`config.mk`:
```
export PLATFORM = sky130hd
export DESIGN_NAME = cc_reg_fifo_flat
export DESIGN_NICKNAME = d
export VERILOG_FILES = /design/src/rtl/cc_reg_fifo_pkg.sv /design/src/rtl/cc_reg_fifo_if.sv /design/src/rtl/cc_fifo_ptr.sv /design/src/rtl/cc_reg_fifo.sv /design/src/flat_wrapper.sv
export SDC_FILE = /design/constraint.sdc
export NUM_CORES = 1
export LEC_CHECK = 0
export BUFFER_PORTS_ARGS = -buffer_cell sky130_fd_sc_hd__buf_4
export CORE_MARGIN = 4
export CORE_UTILIZATION = 45
export CTS_CLUSTER_SIZE = 14
export DETAILED_ROUTE_END_ITERATION = 10
export PLACE_DENSITY = 0.76
export SYNTH_ARGS = -nofsm -noshare
export SYNTH_HDL_FRONTEND = slang
export SYNTH_SLANG_ARGS = --single-unit
```
`constraint.sdc`:
```
create_clock -name clk -period 5 [get_ports clk]
set_input_delay 0.75 -clock clk [delete_from_list [all_inputs] [get_ports clk]]
set_output_delay 0.75 -clock clk [all_outputs]
set_load 0.005 [all_outputs]
```
`src/rtl/cc_reg_fifo_pkg.sv`:
```
// Shared definitions for the register-based FIFO: sizing helper used by the
// interface, the pointer sub-module and the top.
package cc_reg_fifo_pkg;

    // Number of bits needed to encode values 0 .. value-1.
    function automatic int unsigned clog2(input int unsigned value);
        int unsigned result;
        result = 0;
        while ((64'd1 << result) < 64'(value)) begin
            result = result + 1;
        end
        return result;
    endfunction

endpackage

```
`src/rtl/cc_reg_fifo_if.sv`:
```
// Producer/consumer bus of the register FIFO. The master side issues
// writes, reads and flush; the slave side (the FIFO) returns data and status.
interface cc_reg_fifo_if
    import cc_reg_fifo_pkg::*;
#(
    parameter int WIDTH = 8,
    parameter int DEPTH = 4
);
    localparam int CW = clog2(DEPTH + 1);

    logic             flush;
    logic             wr_en;
    logic [WIDTH-1:0] wr_data;
    logic             full;
    logic             rd_en;
    logic [WIDTH-1:0] rd_data;
    logic             rd_valid;
    logic             empty;
    logic [CW-1:0]    count;
    logic             almost_full;
    logic             overflow;
    logic             underflow;

    modport master (
        output flush, wr_en, wr_data, rd_en,
        input  full, rd_data, rd_valid, empty, count, almost_full, overflow, underflow
    );

    modport slave (
        input  flush, wr_en, wr_data, rd_en,
        output full, rd_data, rd_valid, empty, count, almost_full, overflow, underflow
    );
endinterface

```
`src/rtl/cc_fifo_ptr.sv`:
```
// Wrap-around index into the FIFO storage; DEPTH need not be a power of two,
// so the wrap is an explicit compare against the last slot.
module cc_fifo_ptr
    import cc_reg_fifo_pkg::*;
#(
    parameter int DEPTH = 4
) (
    input  logic                      clk,
    input  logic                      reset,
    input  logic                      clear,
    input  logic                      inc,
    output logic [clog2(DEPTH)-1:0]   ptr
);
    localparam int PW = clog2(DEPTH);

    // Advance on inc, returning to slot 0 after slot DEPTH-1.
    always_ff @(posedge clk or posedge reset) begin
        if (reset) begin
            ptr <= '0;
        end else if (clear) begin
            ptr <= '0;
        end else if (inc) begin
            ptr <= (ptr == PW'(DEPTH - 1)) ? '0 : ptr + PW'(1);
        end
    end
endmodule

```
`src/rtl/cc_reg_fifo.sv`:
```
// Single-clock register FIFO with full/empty/count, almost-full threshold,
// sticky overflow/underflow, synchronous flush and FWFT or registered read.
// All status outputs come from registered state; wr_en/rd_en only steer
// the next-state logic.
module cc_reg_fifo
    import cc_reg_fifo_pkg::*;
#(
    parameter int WIDTH    = 8,
    parameter int DEPTH    = 4,
    parameter int AF_LEVEL = DEPTH - 1,
    parameter int FWFT     = 1
) (
    input logic          clk,
    input logic          reset,
    cc_reg_fifo_if.slave bus
);
    localparam int CW = clog2(DEPTH + 1);
    localparam int PW = clog2(DEPTH);

    reg   [WIDTH-1:0] mem [0:DEPTH-1];
    logic [PW-1:0]    wr_ptr;
    logic [PW-1:0]    rd_ptr;
    logic [CW-1:0]    count;
    logic             overflow;
    logic             underflow;
    logic             empty;
    logic             full;
    logic             wr_accept;
    logic             rd_accept;
    logic [WIDTH-1:0] rd_data;
    logic             rd_valid;

    assign empty     = (count == '0);
    assign full      = (count == CW'(DEPTH));
    // Flush swallows any request issued in the same cycle.
    assign wr_accept = !bus.flush && bus.wr_en && !full;
    assign rd_accept = !bus.flush && bus.rd_en && !empty;

    cc_fifo_ptr #(.DEPTH(DEPTH)) u_wr_ptr (
        .clk   (clk),
        .reset (reset),
        .clear (bus.flush),
        .inc   (wr_accept),
        .ptr   (wr_ptr)
    );

    cc_fifo_ptr #(.DEPTH(DEPTH)) u_rd_ptr (
        .clk   (clk),
        .reset (reset),
        .clear (bus.flush),
        .inc   (rd_accept),
        .ptr   (rd_ptr)
    );

    // Storage is intentionally not reset; only accepted writes touch it.
    always_ff @(posedge clk) begin
        if (wr_accept) begin
            mem[wr_ptr] <= bus.wr_data;
        end
    end

    // Occupancy: simultaneous accepted read and write leave it unchanged.
    always_ff @(posedge clk or posedge reset) begin
        if (reset) begin
            count <= '0;
        end else if (bus.flush) begin
            count <= '0;
        end else if (wr_accept && !rd_accept) begin
            count <= count + CW'(1);
        end else if (rd_accept && !wr_accept) begin
            count <= count - CW'(1);
        end
    end

    // Sticky error flags, cleared only by reset or flush.
    always_ff @(posedge clk or posedge reset) begin
        if (reset) begin
            overflow  <= 1'b0;
            underflow <= 1'b0;
        end else if (bus.flush) begin
            overflow  <= 1'b0;
            underflow <= 1'b0;
        end else begin
            if (bus.wr_en && full) begin
                overflow <= 1'b1;
            end
            if (bus.rd_en && empty) begin
                underflow <= 1'b1;
            end
        end
    end

    if (FWFT != 0) begin : g_fwft
        // Head entry is presented directly; zero when there is nothing to show.
        assign rd_data  = empty ? '0 : mem[rd_ptr];
        assign rd_valid = !empty;
    end else begin : g_registered
        // Capture the head entry on an accepted read and pulse rd_valid once.
        always_ff @(posedge clk or posedge reset) begin
            if (reset) begin
                rd_data  <= '0;
                rd_valid <= 1'b0;
            end else if (bus.flush) begin
                rd_data  <= '0;
                rd_valid <= 1'b0;
            end else begin
                rd_valid <= rd_accept;
                if (rd_accept) begin
                    rd_data <= mem[rd_ptr];
                end
            end
        end
    end

    assign bus.full        = full;
    assign bus.empty       = empty;
    assign bus.count       = count;
    assign bus.almost_full = (count >= CW'(AF_LEVEL));
    assign bus.overflow    = overflow;
    assign bus.underflow   = underflow;
    assign bus.rd_data     = rd_data;
    assign bus.rd_valid    = rd_valid;
endmodule

```
`src/flat_wrapper.sv`:
```
// flat-port wrapper written by rule: the top's interface ports become plain ports
module cc_reg_fifo_flat import cc_reg_fifo_pkg::*;
#(
    parameter int WIDTH    = 8,
    parameter int DEPTH    = 4,
    parameter int AF_LEVEL = DEPTH - 1,
    parameter int FWFT     = 1
)
  (clk, reset, bus_flush, bus_wr_en, bus_wr_data, bus_rd_en, bus_full, bus_rd_data, bus_rd_valid, bus_empty, bus_count, bus_almost_full, bus_overflow, bus_underflow);
  cc_reg_fifo_if #(.WIDTH(WIDTH), .DEPTH(DEPTH)) bus_i ();
  input logic clk;
  input logic reset;
  input wire logic [$bits(bus_i.flush)-1:0] bus_flush;
  input wire logic [$bits(bus_i.wr_en)-1:0] bus_wr_en;
  input wire logic [$bits(bus_i.wr_data)-1:0] bus_wr_data;
  input wire logic [$bits(bus_i.rd_en)-1:0] bus_rd_en;
  output wire logic [$bits(bus_i.full)-1:0] bus_full;
  output wire logic [$bits(bus_i.rd_data)-1:0] bus_rd_data;
  output wire logic [$bits(bus_i.rd_valid)-1:0] bus_rd_valid;
  output wire logic [$bits(bus_i.empty)-1:0] bus_empty;
  output wire logic [$bits(bus_i.count)-1:0] bus_count;
  output wire logic [$bits(bus_i.almost_full)-1:0] bus_almost_full;
  output wire logic [$bits(bus_i.overflow)-1:0] bus_overflow;
  output wire logic [$bits(bus_i.underflow)-1:0] bus_underflow;
  assign bus_i.flush = bus_flush;
  assign bus_i.wr_en = bus_wr_en;
  assign bus_i.wr_data = bus_wr_data;
  assign bus_i.rd_en = bus_rd_en;
  assign bus_full = bus_i.full;
  assign bus_rd_data = bus_i.rd_data;
  assign bus_rd_valid = bus_i.rd_valid;
  assign bus_empty = bus_i.empty;
  assign bus_count = bus_i.count;
  assign bus_almost_full = bus_i.almost_full;
  assign bus_overflow = bus_i.overflow;
  assign bus_underflow = bus_i.underflow;
  cc_reg_fifo #(.WIDTH(WIDTH), .DEPTH(DEPTH), .AF_LEVEL(AF_LEVEL), .FWFT(FWFT)) u_core (.clk(clk), .reset(reset), .bus(bus_i));
endmodule
```
Yosys cells after proc, flatten, opt, wreduce, memory -nomap -nowiden

Memories as Yosys holds them, arrays and structs flattened.
Index checks and enable logic that the tools add are counted.

Bits in registers: 9
Bits in writable memories: 32
Output and inout bits: 17
Word-level logic and storage cells: 49
Memories: 1

Memories:

| name       | depth | bits a word | read ports | clocked after memory_dff | wr ports | RTL line          | RTL |
|---|---|---|---|---|---|---|---|
| u_core.mem | 4     | 8           | 1          | 0                        | 1        | cc_reg_fifo.sv:20 | `reg [WIDTH-1:0] mem [0:DEPTH-1];` |

Add/sub/neg operators: 4
$lt $le $gt $ge: 1
Equality and inequality tests: 3
Muxes and demuxes: 16
Reductions and logical operators: 19

Operators with widths:

| cell                                                                  | count |
|---|---|
| 2-bit 2-to-1 mux                                                      | 6 |
| 3-bit 2-to-1 mux                                                      | 3 |
| 1-bit logical AND                                                     | 8 |
| 8-bit 2-to-1 mux                                                      | 1 |
| 2-bit nonzero test                                                    | 4 |
| 1-bit 2-to-1 mux                                                      | 6 |
| 1-bit logical NOT                                                     | 5 |
| 2-bit by 1-bit adder with 2-bit output, second input constant         | 2 |
| 2-bit == test, second input constant                                  | 2 |
| 3-bit by 1-bit adder with 3-bit output, second input constant         | 1 |
| 3-bit == test, second input constant                                  | 1 |
| 3-bit by 2-bit >= comparator with 1-bit output, second input constant | 1 |
| 3-bit logical NOT                                                     | 1 |
| 3-bit nonzero test                                                    | 1 |
| 3-bit by 1-bit subtractor with 3-bit output, second input constant    | 1 |

Depth between registers and ports, before layout

Word-level depth: 8
Depth in mapped cells: 8
Gate-level depth less buffers: 8

Cells and area by module

Synthesis repeated with hierarchy kept, for this count alone.

Cells, all modules: 114
Area total of the unflattened synthesis: 1783.0 µm²

By module, submodules not included:

| module      | times used | cells each | area an instance (µm²) | seq. area each (µm²) |
|---|---|---|---|---|
| cc_reg_fifo | 1          | 96         | 1575.3                 | 1086.0 |
| cc_fifo_ptr | 2          | 9          | 103.8                  | 50.0 |

Worst setup path after synthesis

No wires, ideal clock.

Path type: in2reg
Start point: input port bus_wr_en
End point: register u_core.count[2] (netlist: u_core.bus.count[2])
Setup time: 120 ps
Arrival time: 2035 ps
Data required time: 4880 ps
Slack: 2845 ps
Stages on the path: 7
Buffers on the path: 0
Cells stage by stage: nor3b_2 and2_1 fa_1 nand2_1 nor2_1 a311o_1 and3_1

Cells in the longest elaborated chain, start to end: 5
Elaborated cells on any way between the ends: 8

RTL lines:

| element                                                | RTL line                             | RTL |
|---|---|---|
| from (decl)                                            | flat_wrapper.sv:14                   | `input wire logic [$bits(bus_i.wr_en)-1:0] bus_wr_en;` |
| 1-bit logical AND * (2 in a row)                       | cc_reg_fifo.sv:36                    | `assign wr_accept = !bus.flush && bus.wr_en && !full;` |
| 1-bit logical AND or 1-bit logical NOT (tied branches) | cc_reg_fifo.sv:68, cc_reg_fifo.sv:70 |  |
| 3-bit 2-to-1 mux or 1-bit logical AND (tied branches)  | cc_reg_fifo.sv:68, cc_reg_fifo.sv:70 |  |
| 3-bit 2-to-1 mux or 3-bit nonzero test (tied branches) | --                                   |  |
| to (signal assigned)                                   | cc_reg_fifo.sv:69                    | `count <= count + CW'(1);` |
| to (signal assigned)                                   | cc_reg_fifo.sv:71                    | `count <= count - CW'(1);` |
| to (decl)                                              | cc_reg_fifo.sv:23                    | `logic [CW-1:0] count;` |

Every way passes the cells marked *; elsewhere a longest branch is shown, timed or not.
A chain may end at the register's enable or synchronous reset.

Worst setup path after layout

Start point: register u_core.u_rd_ptr.ptr[0]
End point: output port bus_rd_data[6]

Cells in the longest elaborated chain, start to end: 2

RTL lines:

| element                | RTL line           | RTL |
|---|---|---|
| from (decl)            | cc_fifo_ptr.sv:12  | `output logic [clog2(DEPTH)-1:0] ptr` |
| from (signal assigned) | cc_fifo_ptr.sv:23  | `ptr <= (ptr == PW'(DEPTH - 1)) ? '0 : ptr + PW'(1);` |
| memory read 4 x 8 bit  | --                 |  |
| 8-bit 2-to-1 mux       | cc_reg_fifo.sv:95  | `assign rd_data = empty ? '0 : mem[rd_ptr];` |
| to (decl)              | flat_wrapper.sv:18 | `output wire logic [$bits(bus_i.rd_data)-1:0] bus_rd_data;` |

Every way passes these cells.

==> results <==
- The ratio of final minimum period to clock period is a little over half.
- Across the run, the number of max-cap violations was 0.
- After Yosys synthesis, and, or, nand and nor cells account for 11.44% of the synthesized area.
- The synthesized cell area is about 0.0018 mm^2.
- At the end of the flow, the number of nets in the layout was 165.
- By area the synthesized netlist is led by sky130_fd_sc_hd__edfxtp_1 (53%), sky130_fd_sc_hd__dfrtp_1 (12%), sky130_fd_sc_hd__mux4_2 (9.9%), sky130_fd_sc_hd__and2_1 (4.5%), sky130_fd_sc_hd__ha_1 (3.4%).
- Once routing completed, OpenROAD measured the worst setup slack at 2.356 ns.
- The final routed DRC violation total is 0.
- The number of vias per cell is 5.272.
- The worst-case headroom to the max-slew limit is 59.70%.
- The most used standard cell by instance count after synthesis is sky130_fd_sc_hd__edfxtp_1.
- The total CTS buffers is 5.
- Static timing analysis puts the maximum clock frequency at 0.3782 GHz.
- The count of TritonRoute iterations in the first routing pass is 4.
- The total setup buffers inserted after CTS is 0.
- The distinct cell type count after synthesis is 28.
- The die covers 0.005114 mm^2.
- The post-route total power is roughly 1.1 mW.
- During synthesis, Yosys emitted a total of 0 warnings.
- Measured against the total synthesized area, the mux share comes to 11.65%.
- Along the worst path, the maximum fanout reaches 11.
- TritonCTS built the clock tree.
- The most used flip-flop cell after synthesis is sky130_fd_sc_hd__edfxtp_1.
- The number of sinks handled by clock tree synthesis is 41.
- sky130_fd_sc_hd__edfxtp_1 takes more of the synthesized area than any other cell.
- Summing all non-filler instances in the final layout gives an area of about 0.0022 mm^2.
- The net count of the mapped netlist is 133.
- The cell depth of the worst flop-to-flop path is 7.
- At the pin with the least slew margin, the transition time is 0.6045 ns.
- The number of enable-type register cells in the synthesized netlist is 32.
- Before CTS, the worst setup slack after placement is between 2 and 3 ns.
- The average footprint of a synthesized cell is 15.93 um^2.
- The signed area change from the synthesized netlist to the final layout is 20.47%.
- The sequential element share of the synthesized area is around 65%.
- The data arrival time of the worst path is 1.89 ns.
- The stage delay of the slowest cell on the critical path is 0.73 ns.
- The HPWL reported at the end of detailed placement is 2312 um.
- The post-CTS clock slew at the launch and capture registers of the worst setup and hold paths is 0.08 ns.
- The setup total negative slack is 0 ns.
- For this design the top-level I/O count stands at 30.
- The worst hold path belongs to the class input port to asynchronous set/reset pin.
- Once the floorplan was initialized, standard cells occupied 48.14% of the core.
- The leakage power is 0.8771 nW.
- The remaining global-route overflow is 0.
- The critical path buffer and inverter count is 1.
- The die span in x is between 70 and 80 um.
- STA classifies the critical path startpoint as a flip-flop.
- The source of the worst register-to-register timing path is u_core.bus.count[0].
- The flow ran to the end, and the final reports show no timing, DRC or antenna violations.
- In this run the vertical extent of the chip is 71.52 um.
- Ranked by instance count, the synthesized netlist is headed by sky130_fd_sc_hd__edfxtp_1 (32), sky130_fd_sc_hd__and2_1 (13), sky130_fd_sc_hd__dfrtp_1 (9), sky130_fd_sc_hd__nor2_1 (9), sky130_fd_sc_hd__mux4_2 (8).
- During placement, the flow inserted port buffers numbering 29.
- The number of DRC markers in iteration 0 is 45.
- The fraction of layout cells with a size suffix above 1 is between 30% and 40%.
- Fill cells in the final layout number 299.
- After technology mapping, the gate count stands at 114.
- The count of nets left with antenna violations once routing finished came out at 0.
- The final hold violation count is 0.
- The clock tree synthesis step divided the H-tree into 2 levels.
- The all-layer global routing usage is 14.38%.
- The synthesized design contains 41 register bits.
- The clock reaches the later pin of the worst-skew pair after 0.29 ns.
- The dominant combinational cell family by area after synthesis is multiplexers.
- The first global-routing pass estimated 5395 um of wire.
- The clock passes through at most 2 buffers.
- The last weighted congestion value of the routability-driven placer is roughly 0.7.
- The worst path needs 2.644 ns of the cycle, external delays included.
- The core region area is approximately 0.0038 mm^2.
- The category of the worst setup path capture point is an output port.
- In this run, post-CTS hold repair placed 0 buffers.
- The root cell of the clock tree is sky130_fd_sc_hd__clkbuf_8.
- The final-report setup violation count is 0.
- The largest voltage drop on the vdd net is 0.1920 mV.
- The post-synthesis share of cell area spent on full adders, half adders and majority gates is 4.549%.
- The wire length reported by the detailed router is 3249 um.
- On the critical path the largest part of the delay comes from flip-flops.
- The number of global-route vias before repair is 1,117.
- The max-slew violation count is 0.
- The compound-gate portion of the synthesized area is 2.963%.
- Setup repair after global routing left no endpoint under its margin.
- For this block, the via count after detailed routing is 1,028.
- In this run the core area contains 22 standard-cell rows.
- The required time reported for the critical path endpoint is 4.25 ns.
- Of the total synthesized cell area, the portion taken by XOR and XNOR cells is 1.723%.
- The fraction of registers with async set/reset is 21.95%.
- The endpoint identified for the worst register-to-register timing path is u_core.bus.count[2].
- Power spread over the standard cell area amounts to between 400 and 500 mW/mm^2.
- The placed instances occupy a cell area of 0.002077 mm^2.
- The share of synthesized area in the top cell type comes to 52.93%.
- The worst clock skew is 0.003174 ns.
- The worst reg-to-reg setup slack is approximately 2.8 ns.
- The critical path goes through mux4_2, and2_1, buf_4.
- Entering global routing, the biggest net connects 14 pins.
- After detailed routing, the average wire length per cell comes to 16.66 um.
- The class of the most critical setup path is flip-flop to output port.
- Gates resized during post-CTS repair numbered 0.
- The slowest stage cell on the critical path is sky130_fd_sc_hd__dfrtp_1.
- The initial antenna violation count is 0.
- The total inserted antenna cells is 0.
flip-flops by register name, summed over array words and instances, names as in the netlist:
register / count
u_core.bus.count: 3
u_core.bus.overflow: 1
u_core.bus.underflow: 1
u_core.mem: 32
u_core.u_rd_ptr.ptr: 2
u_core.u_wr_ptr.ptr: 2
metal layers:
| metal | part of all wire (%) | track usage (%) | up-vias | wire length (um) |
|---|---|---|---|---|
| met5 | 0 | 0 | - | 0 |
| met4 | 2.3 | 7.098 | 0 | 76 |
| li1 | - | - | 483 | - |
| met2 | 54 | 25.41 | 20 | 1743 |
| met3 | 5.1 | 4.348 | 8 | 167 |
| met1 | 39 | 15.54 | 517 | 1261 |
per-stage QoR:
step / std cells / utilization [%] / hold slack (ns)
global placement: 187 / 55.08 / 0.4801
floorplan: 114 / - / 0.4859
global route: 195 / 58.00 / 0.4605
finish: 195 / 58.00 / 0.4384
detailed placement: 187 / 55.08 / 0.4899
CTS: 195 / 58.00 / 0.4442
cells by family (layout without fill, tap and decap cells):
family,count (synthesis),count (layout)
AND/OR/NAND/NOR,34,34
AO/OA/AOI/OAI,9,9
buffers and inverters,11,44
multiplexers,11,11
XOR/XNOR,2,2
adder cells (fa/ha/maj),6,6
flip-flops,41,41
layout by cell type, fill, tap and decap left out, drive strengths merged, types with 2 or more instances in the layout:
cell,instances
edfxtp,32
mux4,8
ha,5
o21ai,2
nor3b,2
clkbuf,5
or3,3
dfrtp,9
and2,13
nor2,9
mux2i,2
a21oi,4
inv,7
buf,29
nand2,4
worst reg2reg max path, stage by stage, from the launching register on:
cell and delay, ns:
sky130_fd_sc_hd__dfrtp_1 0.47, sky130_fd_sc_hd__nor3b_2 0.32, sky130_fd_sc_hd__nor3b_2 0.12, sky130_fd_sc_hd__and2_1 0.18, sky130_fd_sc_hd__fa_1 0.42, sky130_fd_sc_hd__nor4b_1 0.32, sky130_fd_sc_hd__o21ai_0 0.11, sky130_fd_sc_hd__and3_1 0.18
report_power, final:
group,internal [mW],leakage (nW),total (mW),switching (mW)
Sequential,0.401,0.411,0.447,0.0463
Combinational,0.211,0.415,0.363,0.152
Clock,0.147,0.0518,0.258,0.111
cell type report:
type	instances	area [um^2]	area share (%)
flip-flops and latches	41	1186	54.23
multi-input cells	62	586.8	26.83
repair buffers	29	217.7	9.954
clock buffers	5	68.82	3.146
well taps	48	60.06	2.746
clock inverters	3	41.29	1.888
inverters	7	26.28	1.201
worst max-delay path by stage:
stage / startpoint / endpoint / slack [ns] / cells after the start
final: u_core.u_rd_ptr.ptr[0] / bus_rd_data[6] / 2.36 / 3
after global routing: u_core.u_rd_ptr.ptr[0] / bus_rd_data[7] / 2.21 / 3
after CTS: u_core.u_rd_ptr.ptr[0] / bus_rd_data[0] / 2.32 / 3
after detailed placement: bus_wr_en / u_core.bus.count[2] / 2.62 / 7
after global placement: bus_wr_en / u_core.bus.count[2] / 2.65 / 8
after floorplan: bus_wr_en / u_core.bus.count[2] / 2.84 / 7
(Power assumes the default switching activity.)
